<file path="config.mk">
export PLATFORM = sky130hd
export DESIGN_NAME = pattern_scan_fsm_flat
export DESIGN_NICKNAME = d
export VERILOG_FILES = /design/src/rtl/pattern_scan_fsm_if.sv /design/src/rtl/pattern_scan_fsm.sv /design/src/flat_wrapper.sv
export SDC_FILE = /design/constraint.sdc
export NUM_CORES = 1
export LEC_CHECK = 0
export ABC_AREA = 1
export BUFFER_PORTS_ARGS = -buffer_cell sky130_fd_sc_hd__buf_4
export CAP_MARGIN = 20
export CORE_ASPECT_RATIO = 0.9
export CORE_MARGIN = 2
export CORE_UTILIZATION = 35
export CTS_CLUSTER_DIAMETER = 150
export DETAILED_ROUTE_END_ITERATION = 12
export MAX_ROUTING_LAYER = met4
export PLACE_DENSITY_LB_ADDON = 0.15
export SLEW_MARGIN = 20
export SYNTH_ARGS = -nofsm -noshare
export SYNTH_HDL_FRONTEND = slang
export SYNTH_SLANG_ARGS = --single-unit
</file>
<file path="constraint.sdc">
create_clock -name clk -period 3.01 [get_ports clk]
set_input_delay 0.301 -clock clk [delete_from_list [all_inputs] [get_ports clk]]
set_output_delay 0.301 -clock clk [all_outputs]
set_load 0.05 [all_outputs]
</file>
<file path="src/rtl/pattern_scan_fsm_if.sv">
// pattern_scan_fsm_if: switch/load/pause inputs and display/status outputs of pattern_scan_fsm.
//   switches      word to scan, sampled on load
//   switch_pause  0 = pause, 1 = run
//   load          start/restart request
//   seg_display   active-low {g,f,e,d,c,b,a} hex digit of the match count
//   led_state     one-hot state (IDLE=0001, SCAN=0010, PAUSE=0100, DONE=1000)
//   match         one-cycle pulse per detected match
//   done          high while the scan is finished
// master drives the inputs (stimulus side); slave is the scanner itself.
interface pattern_scan_fsm_if #(
  parameter int unsigned N = 10
);
  logic [N-1:0] switches;
  logic         switch_pause;
  logic         load;
  logic [6:0]   seg_display;
  logic [3:0]   led_state;
  logic         match;
  logic         done;

  modport master (
    output switches, switch_pause, load,
    input  seg_display, led_state, match, done
  );

  modport slave (
    input  switches, switch_pause, load,
    output seg_display, led_state, match, done
  );
endinterface

</file>
<file path="src/rtl/pattern_scan_fsm.sv">
// pattern_scan_fsm: Moore scanner that walks a captured N-bit word LSB first, one bit per
// TICK_DIV clocks, and counts occurrences of a PLEN-bit pattern (PATTERN bit PLEN-1 is the
// oldest bit). OVERLAP=0 clears the match history after each hit.
// Ports:
//   clk  system clock
//   rst  asynchronous active-low reset
//   bus  pattern_scan_fsm_if.slave (switches, switch_pause, load in;
//        seg_display, led_state, match, done out)
module pattern_scan_fsm #(
  parameter int unsigned     N        = 10,
  parameter int unsigned     PLEN     = 3,
  parameter logic [PLEN-1:0] PATTERN  = 3'b101,
  parameter int unsigned     TICK_DIV = 4,
  parameter bit              OVERLAP  = 1'b1
) (
  input logic                clk,
  input logic                rst,
  pattern_scan_fsm_if.slave  bus
);

  localparam int unsigned IW = $clog2(N + 1);
  localparam int unsigned PW = (TICK_DIV > 1) ? $clog2(TICK_DIV) : 1;
  localparam int unsigned VW = $clog2(PLEN + 1);

  localparam logic [PW-1:0] PrescLast = PW'(TICK_DIV - 1);
  localparam logic [IW-1:0] IdxLast   = IW'(N - 1);
  localparam logic [VW-1:0] ValidFull = VW'(PLEN);

  localparam logic [1:0] StIdle  = 2'd0;
  localparam logic [1:0] StScan  = 2'd1;
  localparam logic [1:0] StPause = 2'd2;
  localparam logic [1:0] StDone  = 2'd3;

  logic [1:0]      state_q, state_d;
  logic [N-1:0]    buffer_q, buffer_d;
  logic [IW-1:0]   index_q, index_d;
  logic [PW-1:0]   presc_q, presc_d;
  logic [PLEN-1:0] hist_q, hist_d;
  logic [VW-1:0]   valid_q, valid_d;
  logic [3:0]      count_q, count_d;
  logic            match_q, match_d;

  // Candidate results of a step, computed unconditionally and used only on a step edge.
  logic [N-1:0]    buffer_shift;
  logic            step_bit;
  logic [PLEN:0]   hist_ext;
  logic [PLEN-1:0] hist_step;
  logic [VW-1:0]   valid_step;
  logic            hit;

  assign buffer_shift = buffer_q >> index_q;
  assign step_bit     = buffer_shift[0];
  // Shift in via a one-bit-wider vector so PLEN=1 needs no special case.
  assign hist_ext     = {hist_q, step_bit};
  assign hist_step    = hist_ext[PLEN-1:0];
  assign valid_step   = (valid_q == ValidFull) ? ValidFull : valid_q + 1'b1;
  assign hit          = (hist_step == PATTERN) && (valid_step == ValidFull);

  always_comb begin
    state_d  = state_q;
    buffer_d = buffer_q;
    index_d  = index_q;
    presc_d  = presc_q;
    hist_d   = hist_q;
    valid_d  = valid_q;
    count_d  = count_q;
    match_d  = 1'b0;

    case (state_q)
      StIdle, StDone: begin
        if (bus.load) begin
          buffer_d = bus.switches;
          index_d  = '0;
          presc_d  = '0;
          hist_d   = '0;
          valid_d  = '0;
          count_d  = '0;
          state_d  = StScan;
        end
      end
      StScan: begin
        // Pause wins over a coincident step; the prescaler holds its value.
        if (!bus.switch_pause) begin
          state_d = StPause;
        end else if (presc_q == PrescLast) begin
          presc_d = '0;
          hist_d  = hist_step;
          valid_d = (hit && !OVERLAP) ? '0 : valid_step;
          index_d = index_q + 1'b1;
          if (hit) begin
            match_d = 1'b1;
            count_d = (count_q == 4'hf) ? 4'hf : count_q + 4'd1;
          end
          if (index_q == IdxLast) begin
            state_d = StDone;
          end
        end else begin
          presc_d = presc_q + 1'b1;
        end
      end
      StPause: begin
        if (bus.switch_pause) begin
          state_d = StScan;
        end
      end
      default: state_d = StIdle;
    endcase
  end

  always_ff @(posedge clk or negedge rst) begin
    if (!rst) begin
      state_q  <= StIdle;
      buffer_q <= '0;
      index_q  <= '0;
      presc_q  <= '0;
      hist_q   <= '0;
      valid_q  <= '0;
      count_q  <= '0;
      match_q  <= 1'b0;
    end else begin
      state_q  <= state_d;
      buffer_q <= buffer_d;
      index_q  <= index_d;
      presc_q  <= presc_d;
      hist_q   <= hist_d;
      valid_q  <= valid_d;
      count_q  <= count_d;
      match_q  <= match_d;
    end
  end

  always_comb begin
    bus.led_state = 4'b0001;
    case (state_q)
      StIdle:  bus.led_state = 4'b0001;
      StScan:  bus.led_state = 4'b0010;
      StPause: bus.led_state = 4'b0100;
      StDone:  bus.led_state = 4'b1000;
      default: bus.led_state = 4'b0001;
    endcase
  end

  always_comb begin
    bus.seg_display = 7'b1000000;
    case (count_q)
      4'h0: bus.seg_display = 7'b1000000;
      4'h1: bus.seg_display = 7'b1111001;
      4'h2: bus.seg_display = 7'b0100100;
      4'h3: bus.seg_display = 7'b0110000;
      4'h4: bus.seg_display = 7'b0011001;
      4'h5: bus.seg_display = 7'b0010010;
      4'h6: bus.seg_display = 7'b0000010;
      4'h7: bus.seg_display = 7'b1111000;
      4'h8: bus.seg_display = 7'b0000000;
      4'h9: bus.seg_display = 7'b0010000;
      4'ha: bus.seg_display = 7'b0001000;
      4'hb: bus.seg_display = 7'b0000011;
      4'hc: bus.seg_display = 7'b1000110;
      4'hd: bus.seg_display = 7'b0100001;
      4'he: bus.seg_display = 7'b0000110;
      4'hf: bus.seg_display = 7'b0001110;
      default: bus.seg_display = 7'b1000000;
    endcase
  end

  assign bus.match = match_q;
  assign bus.done  = (state_q == StDone);

endmodule
</file>
<file path="src/flat_wrapper.sv">
// flat-port wrapper written by rule: the top's interface ports become plain ports
module pattern_scan_fsm_flat 
#(
  parameter int unsigned     N        = 10,
  parameter int unsigned     PLEN     = 3,
  parameter logic [PLEN-1:0] PATTERN  = 3'b101,
  parameter int unsigned     TICK_DIV = 4,
  parameter bit              OVERLAP  = 1'b1
)
  (clk, rst, bus_switches, bus_switch_pause, bus_load, bus_seg_display, bus_led_state, bus_match, bus_done);
  pattern_scan_fsm_if #(.N(N)) bus_i ();
  input logic clk;
  input logic rst;
  input wire logic [$bits(bus_i.switches)-1:0] bus_switches;
  input wire logic [$bits(bus_i.switch_pause)-1:0] bus_switch_pause;
  input wire logic [$bits(bus_i.load)-1:0] bus_load;
  output wire logic [$bits(bus_i.seg_display)-1:0] bus_seg_display;
  output wire logic [$bits(bus_i.led_state)-1:0] bus_led_state;
  output wire logic [$bits(bus_i.match)-1:0] bus_match;
  output wire logic [$bits(bus_i.done)-1:0] bus_done;
  assign bus_i.switches = bus_switches;
  assign bus_i.switch_pause = bus_switch_pause;
  assign bus_i.load = bus_load;
  assign bus_seg_display = bus_i.seg_display;
  assign bus_led_state = bus_i.led_state;
  assign bus_match = bus_i.match;
  assign bus_done = bus_i.done;
  pattern_scan_fsm #(.N(N), .PLEN(PLEN), .PATTERN(PATTERN), .TICK_DIV(TICK_DIV), .OVERLAP(OVERLAP)) u_core (.clk(clk), .rst(rst), .bus(bus_i));
endmodule
</file>
==> qor.txt <==
GRT
------------------------------------------------------------------------------------------
Initial antenna violation count .............................................            0
Total GRT Usage .............................................................        14.1%
Routing usage on met2 .......................................................        21.8%
Global-route wire length before repair ......................................      6040 um
GRT overflow ................................................................            0
Met3 Use GR .................................................................        3.13%
Number of global-route vias before repair ...................................         1304
Largest net degree at the start of global routing ...........................           28
Met1 Usage GRT ..............................................................        19.7%
Top Usage Layer GRT .........................................................         met2

CRITICAL PATH
------------------------------------------------------------------------------------------
Worst Reg-to-Reg Cells ......................................................            9
Crit. End Element ........................................................... primary output
Category of cells accounting for the largest share of critical-path delay ... buffers and inverters
Buf+Inv Stages, Crit Path ...................................................            3
FF-to-FF Start .............................................................. u_core.state_q[1]
Reg2Reg Capture Point ....................................................... u_core.count_q[3]
Chain of cells forming the critical path .................................... inv_1 > ha_1 > inv_1 > nand3_1 > o2111ai_1 > buf_4
Worst Path Max Fanout .......................................................            6
Worst EP required ...........................................................      2.71 ns
CP Data Arrival Time ........................................................      1.78 ns
R2R Setup Slk ...............................................................      1.00 ns
Category of the most critical setup path .................................... flip-flop to primary output
Crit path largest cell delay ................................................      0.48 ns
Type of element launching the critical path .................................    flip-flop
Dominant cell type by count on the critical path ............................        inv_1
Max stage delay cell, worst path ............................................      dfrtp_1

YOSYS
------------------------------------------------------------------------------------------
Area share of the largest cell type after synthesis .........................        40.9%
Parity-gate share of the synthesized area counting xor and xnor cells .......       0.530%
Leading cell types by count after synthesis ................................. 39 x nand2_1, 32 x inv_1, 27 x dfrtp_1, 18 x nor2_1, 17 x nand3_1
Net count after synthesis ...................................................          232
Summed instance area of the synthesized netlist .............................   1650 sq um
Leading cell type by number of instances after synthesis ....................      nand2_1
Post-synthesis simple-gate area fraction ....................................        20.5%
Largest family of logic cells by synthesized area ........................... simple AND/OR/NAND/NOR gates
Number of cells produced by synthesis .......................................          204
Area fraction in compound gates after synthesis .............................        14.8%
Average cell area after synthesis ...........................................   8.10 sq um
EDFF count, synth ...........................................................            0
Top post-synthesis cells by area ............................................ dfrtp_1 41%, ha_1 11%, nand2_1 8.9%
Count of warnings emitted by yosys ..........................................            0
Adder-cell share of the synthesized area ....................................        10.6%
Share of synthesized area spent on multiplexers .............................        2.05%
Synth unique cells ..........................................................           27
Seq/Total Area, Yosys .......................................................        40.9%
Post-synthesis sequential element count .....................................           27
Cell taking the most area after synthesis ...................................      dfrtp_1
Ys flop type ................................................................      dfrtp_1
Share of async-settable or async-resettable flops after synthesis ...........         100%

CLOCK TREE
------------------------------------------------------------------------------------------
Clock latency on the worst-skew pair ........................................      0.27 ns
Clock edge transition at the registers on the reported setup and hold paths .      0.09 ns
Root buffer cell ............................................................     clkbuf_8
Number of clock sinks .......................................................           27
Number of buffers on the longest clock path .................................            2
H-tree levels ...............................................................            1
Post-cts sizing count .......................................................            0
Number of clock buffers inserted by TritonCTS ...............................            3
CTS tree ....................................................................         done

JOB
------------------------------------------------------------------------------------------
Max-cap violation count .....................................................            0

POWER AND IR DROP
------------------------------------------------------------------------------------------
Leakage dissipation .........................................................     0.976 nW
Power after layout ..........................................................      1.89 mW
Total power per unit cell area ..............................................  977 nW/um^2
Maximum VDD drop ............................................................   0.000391 V

HOLD PATH
------------------------------------------------------------------------------------------
Worst min-delay path category ............................................... input pin to flip-flop
Worst hold endpoint ......................................................... u_core.buffer_q[0]
Launch instance of the worst min-delay path ................................. bus_switches[0]
Worst hold path depth .......................................................            2

STATUS
------------------------------------------------------------------------------------------
Result of the run ........................................................... finished clean

TIMING
------------------------------------------------------------------------------------------
Endpoints failing hold ......................................................            0
Slew at the pin closest to its max-slew limit ...............................     0.603 ns
Final setup TNS .............................................................         0 ns
Unrepaired setup endpoints after global routing .............................           no
Post-Route Hold Slack .......................................................     0.259 ns
Maximum frequency from static timing analysis ...............................      480 MHz
Slew margin rel. ............................................................        59.7%
Period minus WS final .......................................................      2.08 ns
Final-report setup violation count ..........................................            0
Final period utilization ....................................................        69.2%
Number of max-slew violations in the final report ...........................            0
Largest clock skew in the final design ......................................   0.00248 ns

DIE
------------------------------------------------------------------------------------------
Width of the die ............................................................      76.4 um
Initial Utilization .........................................................        36.8%
Boundary pin count ..........................................................           27
Total number of placement rows ..............................................           23
Die Outline Area ............................................................   5290 sq um
Core area ...................................................................   4490 sq um
Die height ..................................................................      69.2 um

CELLS AND AREA
------------------------------------------------------------------------------------------
Fraction of final layout cells sized beyond drive strength 1 ................        17.1%
Number of nets at the end of the flow .......................................          257
Number of antenna cells inserted ............................................            0
Area growth from synthesis to layout ........................................        17.0%
Filler cells ................................................................          475
Non-filler instance count after layout ......................................          290

PLACEMENT
------------------------------------------------------------------------------------------
Placer Congestion ...........................................................        0.825
Number of buffer cells added on primary ports ...............................           26
Half-perimeter wire length after placement ..................................      2540 um
Placed insts ................................................................          285

DRT
------------------------------------------------------------------------------------------
Starting DRC count in detailed routing ......................................           80
Number of iterations in the first detailed-routing pass .....................            4
Average routed wire per standard cell .......................................      11.4 um
Final wirelength ............................................................      3320 um
Avg Vias per Cell ...........................................................         4.72
Routed vias .................................................................         1368
Number of remaining DRC errors ..............................................            0
Post-route antenna net violation count ......................................            0

==> layer usage <==
layer  vias up  share of wire, %
met4         0              0.54
met1       615                53
met5         -                 0
met2        34                42
met3         4               4.5
li1        715                 -
==> metrics by stage <==
stage	setup slack (ns)	utilization [%]	area [sq um]
4_1_cts	0.930	43.1	1930
3_3_place_gp	1.09	41.8	1880
6_report	0.926	43.1	1930
2_1_floorplan	0.764	-	1650
5_1_grt	0.755	43.1	1930
3_5_place_dp	0.998	41.8	1880
==> kinds of logic after synthesis <==
family,Yosys count
AND/OR/NAND/NOR,80
XOR/XNOR,1
multiplexers,3
adder cells (fa/ha/maj),14
AO/OA/AOI/OAI,38
buffers and inverters,41
flip-flops,27
==> layout make-up <==
| type | count | area (sq um) | area share, % |
|---|---|---|---|
| multi-input combinational | 136 | 801 | 41.4 |
| sequential | 27 | 676 | 35.0 |
| timing repair buffer | 27 | 205 | 10.6 |
| inverter | 34 | 129 | 6.67 |
| tap | 62 | 77.6 | 4.01 |
| clock buffer | 4 | 45.0 | 2.33 |
==> power breakdown <==
part / internal, mW / total (mW) / leakage (nW) / switching [mW]
Clock: 0.0948 / 0.203 / 0.0228 / 0.108
Sequential: 0.483 / 0.571 / 0.338 / 0.0878
Combinational: 0.359 / 1.11 / 0.614 / 0.755
==> how the worst max path moves through the flow <==
stage | startpoint | end | depth (start not counted)
after floorplan | u_core.count_q[0] | bus_seg_display[1] | 4
after global placement | u_core.state_q[1] | u_core.count_q[1] | 9
after detailed placement | u_core.state_q[1] | u_core.count_q[2] | 9
after CTS | u_core.count_q[0] | bus_seg_display[3] | 6
after global routing | u_core.state_q[1] | u_core.count_q[2] | 9
final | u_core.count_q[0] | bus_seg_display[3] | 6
==> state kept, by name (all words and copies together), names as in the netlist <==
name and cells:
u_core.buffer_q 10, u_core.count_q 4, u_core.index_q 4, u_core.hist_q 2, u_core.presc_q 2, u_core.state_q 2, u_core.valid_q 2, u_core.bus.match 1
==> cell usage in the layout (no fill, tap or decap), drive strengths merged <==
cell type    instances
a211oi               1
o21ai               11
inv                 33
ha                  14
dfrtp               27
nor2                18
a21oi               14
o22ai                4
o21a                 1
o2111ai              1
buf                 26
nor3b                1
xor2                 1
clkbuf               4
clkinv               1
nor3                 4
a32o                 1
o221ai               3
mux2                 3
o211ai               2
nand3               17
nand2               40
dlygate4sd3          1
==> what timing repair did <==
action,in CTS,in global routing
hold buffers,1,0
hold endpoints to repair,27,0
setup buffers,0,0
(Power assumes the default switching activity.)
